[config.mk]
export PLATFORM = sky130hd
export DESIGN_NAME = sp_ddsm_ramp_ctrl
export DESIGN_NICKNAME = d
export VERILOG_FILES = /design/src/rtl/sp_ddsm_ramp_ctrl.sv
export SDC_FILE = /design/constraint.sdc
export NUM_CORES = 1
export LEC_CHECK = 0
export ABC_AREA = 1
export ABC_CLOCK_PERIOD_IN_PS = 3500
export CORE_ASPECT_RATIO = 1.1
export CORE_MARGIN = 4
export CORE_UTILIZATION = 35
export CTS_CLUSTER_SIZE = 14
export DETAILED_ROUTE_END_ITERATION = 12
export RECOVER_POWER = 50
export REMOVE_ABC_BUFFERS = 1
export SYNTH_ARGS = -nofsm -noshare
export SYNTH_HDL_FRONTEND = slang
export SYNTH_SLANG_ARGS = --single-unit
[constraint.sdc]
create_clock -name clk -period 3.5 [get_ports clk]
set_input_delay 0.7 -clock clk [delete_from_list [all_inputs] [get_ports clk]]
set_output_delay 0.7 -clock clk [all_outputs]
set_load 0.03 [all_outputs]
[src/rtl/sp_ddsm_ramp_ctrl.sv]
// Rate-limited ramp controller for the SP-MASH fractional input word.
// Moves x_o toward a loaded target in bounded steps with a programmable dwell between steps.
module sp_ddsm_ramp_ctrl #(
    parameter int unsigned WIDTH   = 9,
    parameter int unsigned DWELL_W = 8
) (
    input  logic               clk,
    input  logic               rst_n,
    input  logic               cfg_valid_i,
    output logic               cfg_ready_o,
    input  logic [WIDTH-1:0]   cfg_target_i,
    input  logic [WIDTH-1:0]   cfg_step_i,
    input  logic [DWELL_W-1:0] cfg_dwell_i,
    input  logic               abort_i,
    output logic [WIDTH-1:0]   x_o,
    output logic               busy_o,
    output logic               done_o
);

    typedef enum logic [1:0] {
        ST_IDLE = 2'd0,
        ST_RAMP = 2'd1,
        ST_WAIT = 2'd2
    } state_e;

    state_e             state_q, state_d;
    logic [WIDTH-1:0]   x_q, x_d;
    logic               busy_q, busy_d;
    logic               done_q, done_d;
    logic [WIDTH-1:0]   target_q, target_d;
    logic [WIDTH-1:0]   step_q, step_d;
    logic [DWELL_W-1:0] dwell_q, dwell_d;
    logic [DWELL_W-1:0] cnt_q, cnt_d;

    logic [WIDTH:0]     tgt_ext;
    logic [WIDTH:0]     up_sum;
    logic [WIDTH:0]     dn_diff;
    logic [WIDTH-1:0]   next_x;
    logic               cfg_accept;

    assign cfg_ready_o = (state_q == ST_IDLE) & ~abort_i;
    assign cfg_accept  = cfg_valid_i & cfg_ready_o;

    assign x_o    = x_q;
    assign busy_o = busy_q;
    assign done_o = done_q;

    // Next step value clamped to the target; the extra MSB catches overflow and borrow.
    always_comb begin
        tgt_ext = {1'b0, target_q};
        up_sum  = {1'b0, x_q} + {1'b0, step_q};
        dn_diff = {1'b0, x_q} - {1'b0, step_q};
        next_x  = target_q;
        if (step_q != '0) begin
            if (target_q > x_q) begin
                next_x = (up_sum > tgt_ext) ? target_q : up_sum[WIDTH-1:0];
            end else if (target_q < x_q) begin
                next_x = (dn_diff[WIDTH] || (dn_diff < tgt_ext)) ? target_q : dn_diff[WIDTH-1:0];
            end
        end
    end

    always_comb begin
        state_d  = state_q;
        x_d      = x_q;
        busy_d   = busy_q;
        done_d   = 1'b0;
        target_d = target_q;
        step_d   = step_q;
        dwell_d  = dwell_q;
        cnt_d    = cnt_q;

        case (state_q)
            ST_IDLE: begin
                busy_d = 1'b0;
                if (cfg_accept) begin
                    target_d = cfg_target_i;
                    step_d   = cfg_step_i;
                    dwell_d  = cfg_dwell_i;
                    busy_d   = 1'b1;
                    state_d  = ST_RAMP;
                end
            end

            ST_RAMP: begin
                if (abort_i) begin
                    busy_d  = 1'b0;
                    cnt_d   = '0;
                    state_d = ST_IDLE;
                end else if (next_x == target_q) begin
                    x_d     = target_q;
                    done_d  = 1'b1;
                    busy_d  = 1'b0;
                    state_d = ST_IDLE;
                end else begin
                    x_d = next_x;
                    if (dwell_q != '0) begin
                        cnt_d   = dwell_q;
                        state_d = ST_WAIT;
                    end
                end
            end

            ST_WAIT: begin
                if (abort_i) begin
                    busy_d  = 1'b0;
                    cnt_d   = '0;
                    state_d = ST_IDLE;
                end else begin
                    cnt_d = cnt_q - DWELL_W'(1);
                    if (cnt_q == DWELL_W'(1)) begin
                        state_d = ST_RAMP;
                    end
                end
            end

            default: begin
                busy_d  = 1'b0;
                cnt_d   = '0;
                state_d = ST_IDLE;
            end
        endcase
    end

    always_ff @(posedge clk or negedge rst_n) begin
        if (!rst_n) begin
            state_q  <= ST_IDLE;
            x_q      <= '0;
            busy_q   <= 1'b0;
            done_q   <= 1'b0;
            target_q <= '0;
            step_q   <= '0;
            dwell_q  <= '0;
            cnt_q    <= '0;
        end else begin
            state_q  <= state_d;
            x_q      <= x_d;
            busy_q   <= busy_d;
            done_q   <= done_d;
            target_q <= target_d;
            step_q   <= step_d;
            dwell_q  <= dwell_d;
            cnt_q    <= cnt_d;
        end
    end

endmodule

==> reports/results.tsv, run 1 <==
metric	value	unit
outcome	complete, but fails checks	
violations	capacitance limit, slew limit, setup timing	
syn_area_per_cell	7.001	sq um
ios	42	
path_clk_slew	0.07	ns
dr_wl_met2	6751	um
placedCellCount	901	
grt_pass1_wl	23430	um
min_from	busy_o	
cts-htree-levels	2	
seq_area	0.001176	sq mm
rsz0062_at_grt	yes	
drtAntennaViolNets	0	
avgRoutedWirePerCell	15.05	um
die_area	0.01464	sq mm
cts_root_buffer	clkbuf_16	
top_layer_used	met4	
nNetsFinal	857	
yosysUniqueCellTypes	38	
drc	0	
r2r-end	cnt_q[1]	
dr.pass1.iters	5	
ys_seq_elements	47	
synth_cells	638	
clock_path_buffers	2	
placed_cell_area	0.005572	sq mm
m1WireLength	6252	um
tightest_slew	1.640	ns
hold_depth	2	
slew_violations	28	
initial_core_util	35.63	%
n_fill_cell	1244	
wirelength	14040	um
cp.required	3.75	ns
dieHeight	126.5	um
antenna_found_initial	0	
worstSetupStartpointType	flip-flop	
drt-vias-per-instance	5.064	
fin_util	49.67	%
slew_headroom	-9.354	%
grt_max_degree	34	
cts.sinks	47	
insertion_delay	0.31	ns
hold_violations	0	
yosysSeqAreaShare	26.33	%
yosys_warnings	0	
critPathKind	flip-flop to flip-flop	
instances_no_fill	933	
crit_slowest_cell	dfrtp_1	
port_buffers	41	
num_vias	4725	
drive_gt1_share	28.61	%
multi_input_area	0.003163	sq mm
min_path_type	flip-flop to flip-flop	
row_count	43	
slowest_delay	0.38	ns
routed-wl-met3	550	um
final.setup_skew	0.01420	ns
design_area	0.006226	sq mm
final-setup-viol-count	13	
grt_use_total	20.05	%
die_w	115.7	um
numCtsBuffers	5	
min_period	3.886	ns
cp_common_cell	nand2_1	
cts_tree	yes	
cp-endpoint	cnt_q[1]	
crit_arrival	4.13	ns
detailed_place_hpwl	10720	um
drv_cap	1	
fp.coreArea	0.01254	sq mm
place.gp.congestion	0.9252	
crit_start	x_o[0]	
syn2layout_area_growth	39.38	%
timing.rr.start	x_o[0]	
r2r_slack	-0.39	ns
end_kind	flip-flop	
syn_area	0.004467	sq mm
drt_iter0_markers	249	
setup_slack	-0.3861	ns
crit_fanout	8	
grt_pass1_vias	4796	
fin_crit_sh	111.0	%
r2r_cells	28	
grt-ovfl-total	0	
num_antenna_cells	0	
clock.fmax	257.3	MHz
## logic make-up after synthesis
logic type | after synthesis | share of synthesized area, %
and+or+nand+nor | 338 | 36.53
buffers and inverters | 105 | 9.804
AOI/OAI and AO/OA | 81 | 9.496
adders and majority gates | 52 | 14.90
DFF | 47 | 26.33
xor gates and xnor gates | 15 | 2.941
## layout by cell type (no fill, tap or decap), drive strengths merged, types with 3 or more instances in the layout
master         netlist  layout
nor4                 4       4
ha                  50      50
nor3                 3       3
nor2                29      29
clkbuf               8       7
xor2                14      14
nand3b               3       3
buf                  7      99
nand2              209     212
inv                 90      91
nand3               71      71
clkdlybuf4s50        0      40
a21oi               29      29
nand4               17      18
o21ai               46      46
dfrtp               47      47
## routing by layer
layer  up-vias  GRT usage (%)
met5         -              0
met4         0          7.167
met3        34          3.387
met2       114          34.06
met1      2224          25.49
li1       2353              -
## worst max-delay path, delay by kind of cell, from the launching register on
kind | cells | cell delay, ns
AO/OA/AOI/OAI | 2 | 0.21
XOR/XNOR | 1 | 0.21
adder cells (fa/ha/maj) | 3 | 0.84
buffers and inverters | 4 | 0.37
flip-flops | 1 | 0.38
AND/OR/NAND/NOR | 18 | 1.81
## area by class of cell
| cell class | count | share of cell area [%] |
|---|---|---|
| Clock buffer | 5 | 2.010 |
| Tap cell | 157 | 3.155 |
| Inverter | 90 | 5.466 |
| Clock inverter | 3 | 0.7637 |
| Sequential cell | 47 | 18.89 |
| Multi-Input combinational cell | 490 | 50.80 |
| Timing Repair Buffer | 141 | 18.91 |
## cells in the mapped netlist (all sizes together)
| master | number | area share (%) |
|---|---|---|
| xor2 | 14 | 2.7 |
| o22ai | 2 | 0.28 |
| buf | 7 | 1.5 |
| ha | 50 | 14 |
| nor4 | 4 | 0.56 |
| inv | 90 | 7.6 |
| a21boi | 1 | 0.17 |
| fa | 2 | 0.90 |
| nor3 | 3 | 0.59 |
| clkbuf | 8 | 0.67 |
| nor2 | 29 | 4.5 |
| or2 | 1 | 0.14 |
| xnor2 | 1 | 0.20 |
| nand4 | 17 | 2.9 |
| nand3 | 71 | 8.6 |
| o21a | 1 | 0.17 |
| dfrtp | 47 | 26 |
| nand3b | 3 | 0.50 |
| o21bai | 1 | 0.17 |
| a21oi | 29 | 3.4 |
| o21ai | 46 | 5.2 |
| nand2 | 209 | 19 |
| a31oi | 1 | 0.14 |
| nor4b | 1 | 0.20 |
## stage by stage
| stage | setup WS [ns] | setup TNS, ns | hold WS [ns] |
|---|---|---|---|
| floorplan | -0.3136 | -3.278 | 0.4044 |
| global placement | -0.3948 | -4.782 | 0.4859 |
| detailed placement | -0.4745 | -5.946 | 0.4912 |
| CTS | -0.2917 | -3.447 | 0.4492 |
| global route | -0.6780 | -9.352 | 0.5262 |
| finish | -0.3861 | -4.515 | 0.4933 |
## state kept, by name (all words and copies together), names as in the netlist
| signal | cells |
|---|---|
| done_o | 1 |
| target_q | 9 |
| state_q | 2 |
| dwell_q | 8 |
| step_q | 9 |
| cnt_q | 8 |
| x_o | 9 |
| busy_o | 1 |
## worst min path at each step
stage,slack (ns),to
floorplan,0.40,busy_o
global placement,0.49,busy_o
detailed placement,0.49,busy_o
CTS,0.45,step_q[2]
global route,0.53,busy_o
finish,0.49,busy_o
## timing repair
action / in CTS / in global routing
resized for setup: 69 / 27
hold buffers: 0 / 0
setup endpoints to repair: 20 / 21
setup buffers: 18 / 4
hold endpoints to repair: 0 / 0
gates cloned: 4 / 0
pin swaps: 52 / 29
Power of run 1 is left out: the tool's default activity adds up to more than one toggle a clock period on the data nets, which glitch-free logic cannot reach.
==> run 2, diff against run 1 <==
Settings changed: GPL_TIMING_DRIVEN set to 0.
==> reports/results.tsv, run 2 (synthesized netlist as in run 1, its figures left out) <==
metric	value	unit	change
grt_use_total	18.27	%	-1.8 points
hold_depth	2		unchanged
drt-vias-per-instance	5.062		about the same
port_buffers	41		unchanged
layout_common_cells	nand2_1, inv_1, nand3_1, dfrtp_1, ha_1		
syn2layout_area_growth	28.07	%	
drive_gt1_share	20.56	%	-8.0 points
detailed_place_hpwl	9341	um	-13%
cp.required	3.74	ns	about the same
nNetsFinal	791		-7.7%
cts_tree	yes		
drv_cap	1		unchanged
drtAntennaViolNets	0		unchanged
fin_crit_sh	110.9	%	-0.17 points
grt_pass1_wl	21400	um	-8.7%
crit_slowest_cell	dfrtp_2		
drt_iter0_markers	267		+7.2%
slew_violations	31		+11%
wirelength	13090	um	-6.8%
violations	capacitance limit, slew limit, setup timing		
ios	42		unchanged
cts.sinks	47		unchanged
cts_root_buffer	clkbuf_16		
clock_path_buffers	2		unchanged
fin_util	45.63	%	-4.0 points
crit_fanout	8		unchanged
num_antenna_cells	0		unchanged
avgRoutedWirePerCell	15.10	um	+0.33%
row_count	43		unchanged
grt_max_degree	47		+38%
fp.coreArea	0.01254	sq mm	unchanged
critPathKind	flip-flop to flip-flop		
cts-htree-levels	2		unchanged
hold_violations	0		unchanged
end_kind	flip-flop		
grt-ovfl-total	0		unchanged
die_area	0.01464	sq mm	unchanged
min_period	3.880	ns	-0.005905 ns
slew_headroom	-16.82	%	-7.5 points
cts_hold_buffers	0		unchanged
slowest_delay	0.45	ns	+0.07 ns
rsz0062_at_grt	yes		
tns	-4.245	ns	+0.2697 ns
die_w	115.7	um	unchanged
worstSetupStartpointType	flip-flop		
antenna_found_initial	0		unchanged
setup_slack	-0.3802	ns	+0.005905 ns
insertion_delay	0.31	ns	about the same
place.gp.congestion	0.9364		+1.2%
final.setup_skew	0.01213	ns	-0.002077 ns
cp_common_cell	nand2_1		
dp_worst_setup_slack	-0.8704	ns	-0.3959 ns
dr.pass1.iters	5		unchanged
r2r_cells	28		unchanged
tightest_slew	1.752	ns	+0.1120 ns
drc	0		unchanged
final-setup-viol-count	12		-1
clock.fmax	257.7	MHz	+0.15%
min_path_type	flip-flop to flip-flop		
initial_core_util	35.63	%	unchanged
r2r_slack	-0.38	ns	about the same
path_clk_slew	0.07	ns	about the same
numCtsBuffers	5		unchanged
final_common_cell	nand2_1		
outcome	complete, but fails checks		
num_vias	4389		-7.1%
grt_pass1_vias	4330		-9.7%
crit_arrival	4.12	ns	about the same
dieHeight	126.5	um	unchanged
## run 2: repair_timing
action                     CTS  global route
setup endpoints to repair   21            21
setup buffers               27             8
pin swaps                   40            35
cloned                       2             0
gates resized for setup     58            27
## run 2: final timing paths
check | start | endpoint
max reg2reg | step_q[0] | cnt_q[4]
min in group asynchronous | rst_n | target_q[4]
max in group asynchronous | rst_n | step_q[0]
min reg2reg | busy_o | busy_o
min | busy_o | busy_o
max | step_q[0] | cnt_q[4]
## run 2: worst max-delay path, delay by kind of cell (launching register included)
kind,cells,cell delay [ns]
buffers and inverters,6,0.59
adder cells (fa/ha/maj),3,0.77
flip-flops,1,0.45
AO/OA/AOI/OAI,2,0.22
XOR/XNOR,1,0.25
AND/OR/NAND/NOR,16,1.55
## run 2: area by class of cell
class                           count  area [sq um]
Multi-Input combinational cell    488          3156
Timing Repair Buffer               77         698.2
Fill cell                        1253          6815
Clock buffer                        6         128.9
Inverter                           90         342.8
Clock inverter                      2         16.27
Sequential cell                    47          1182
Tap cell                          157         196.4
## run 2: metal layers
| layer | vias up | routed length (um) | global-route usage, % |
|---|---|---|---|
| met5 | - | 0 | 0 |
| met4 | 0 | 264 | 6.621 |
| met1 | 2064 | 6003 | 23.50 |
| li1 | 2209 | - | - |
| met2 | 99 | 6316 | 30.82 |
| met3 | 17 | 509 | 2.863 |
## run 2: stage by stage
stage                     cells  area, sq um  hold slack (ns)
after CTS                   859         5584           0.3541
after global placement      821         4976           0.4614
after floorplan             623         4369           0.4044
final                       867         5720           0.4738
after global routing        867         5720           0.5379
after detailed placement    822         4991           0.4647
Power of run 2 is left out for the same reason.
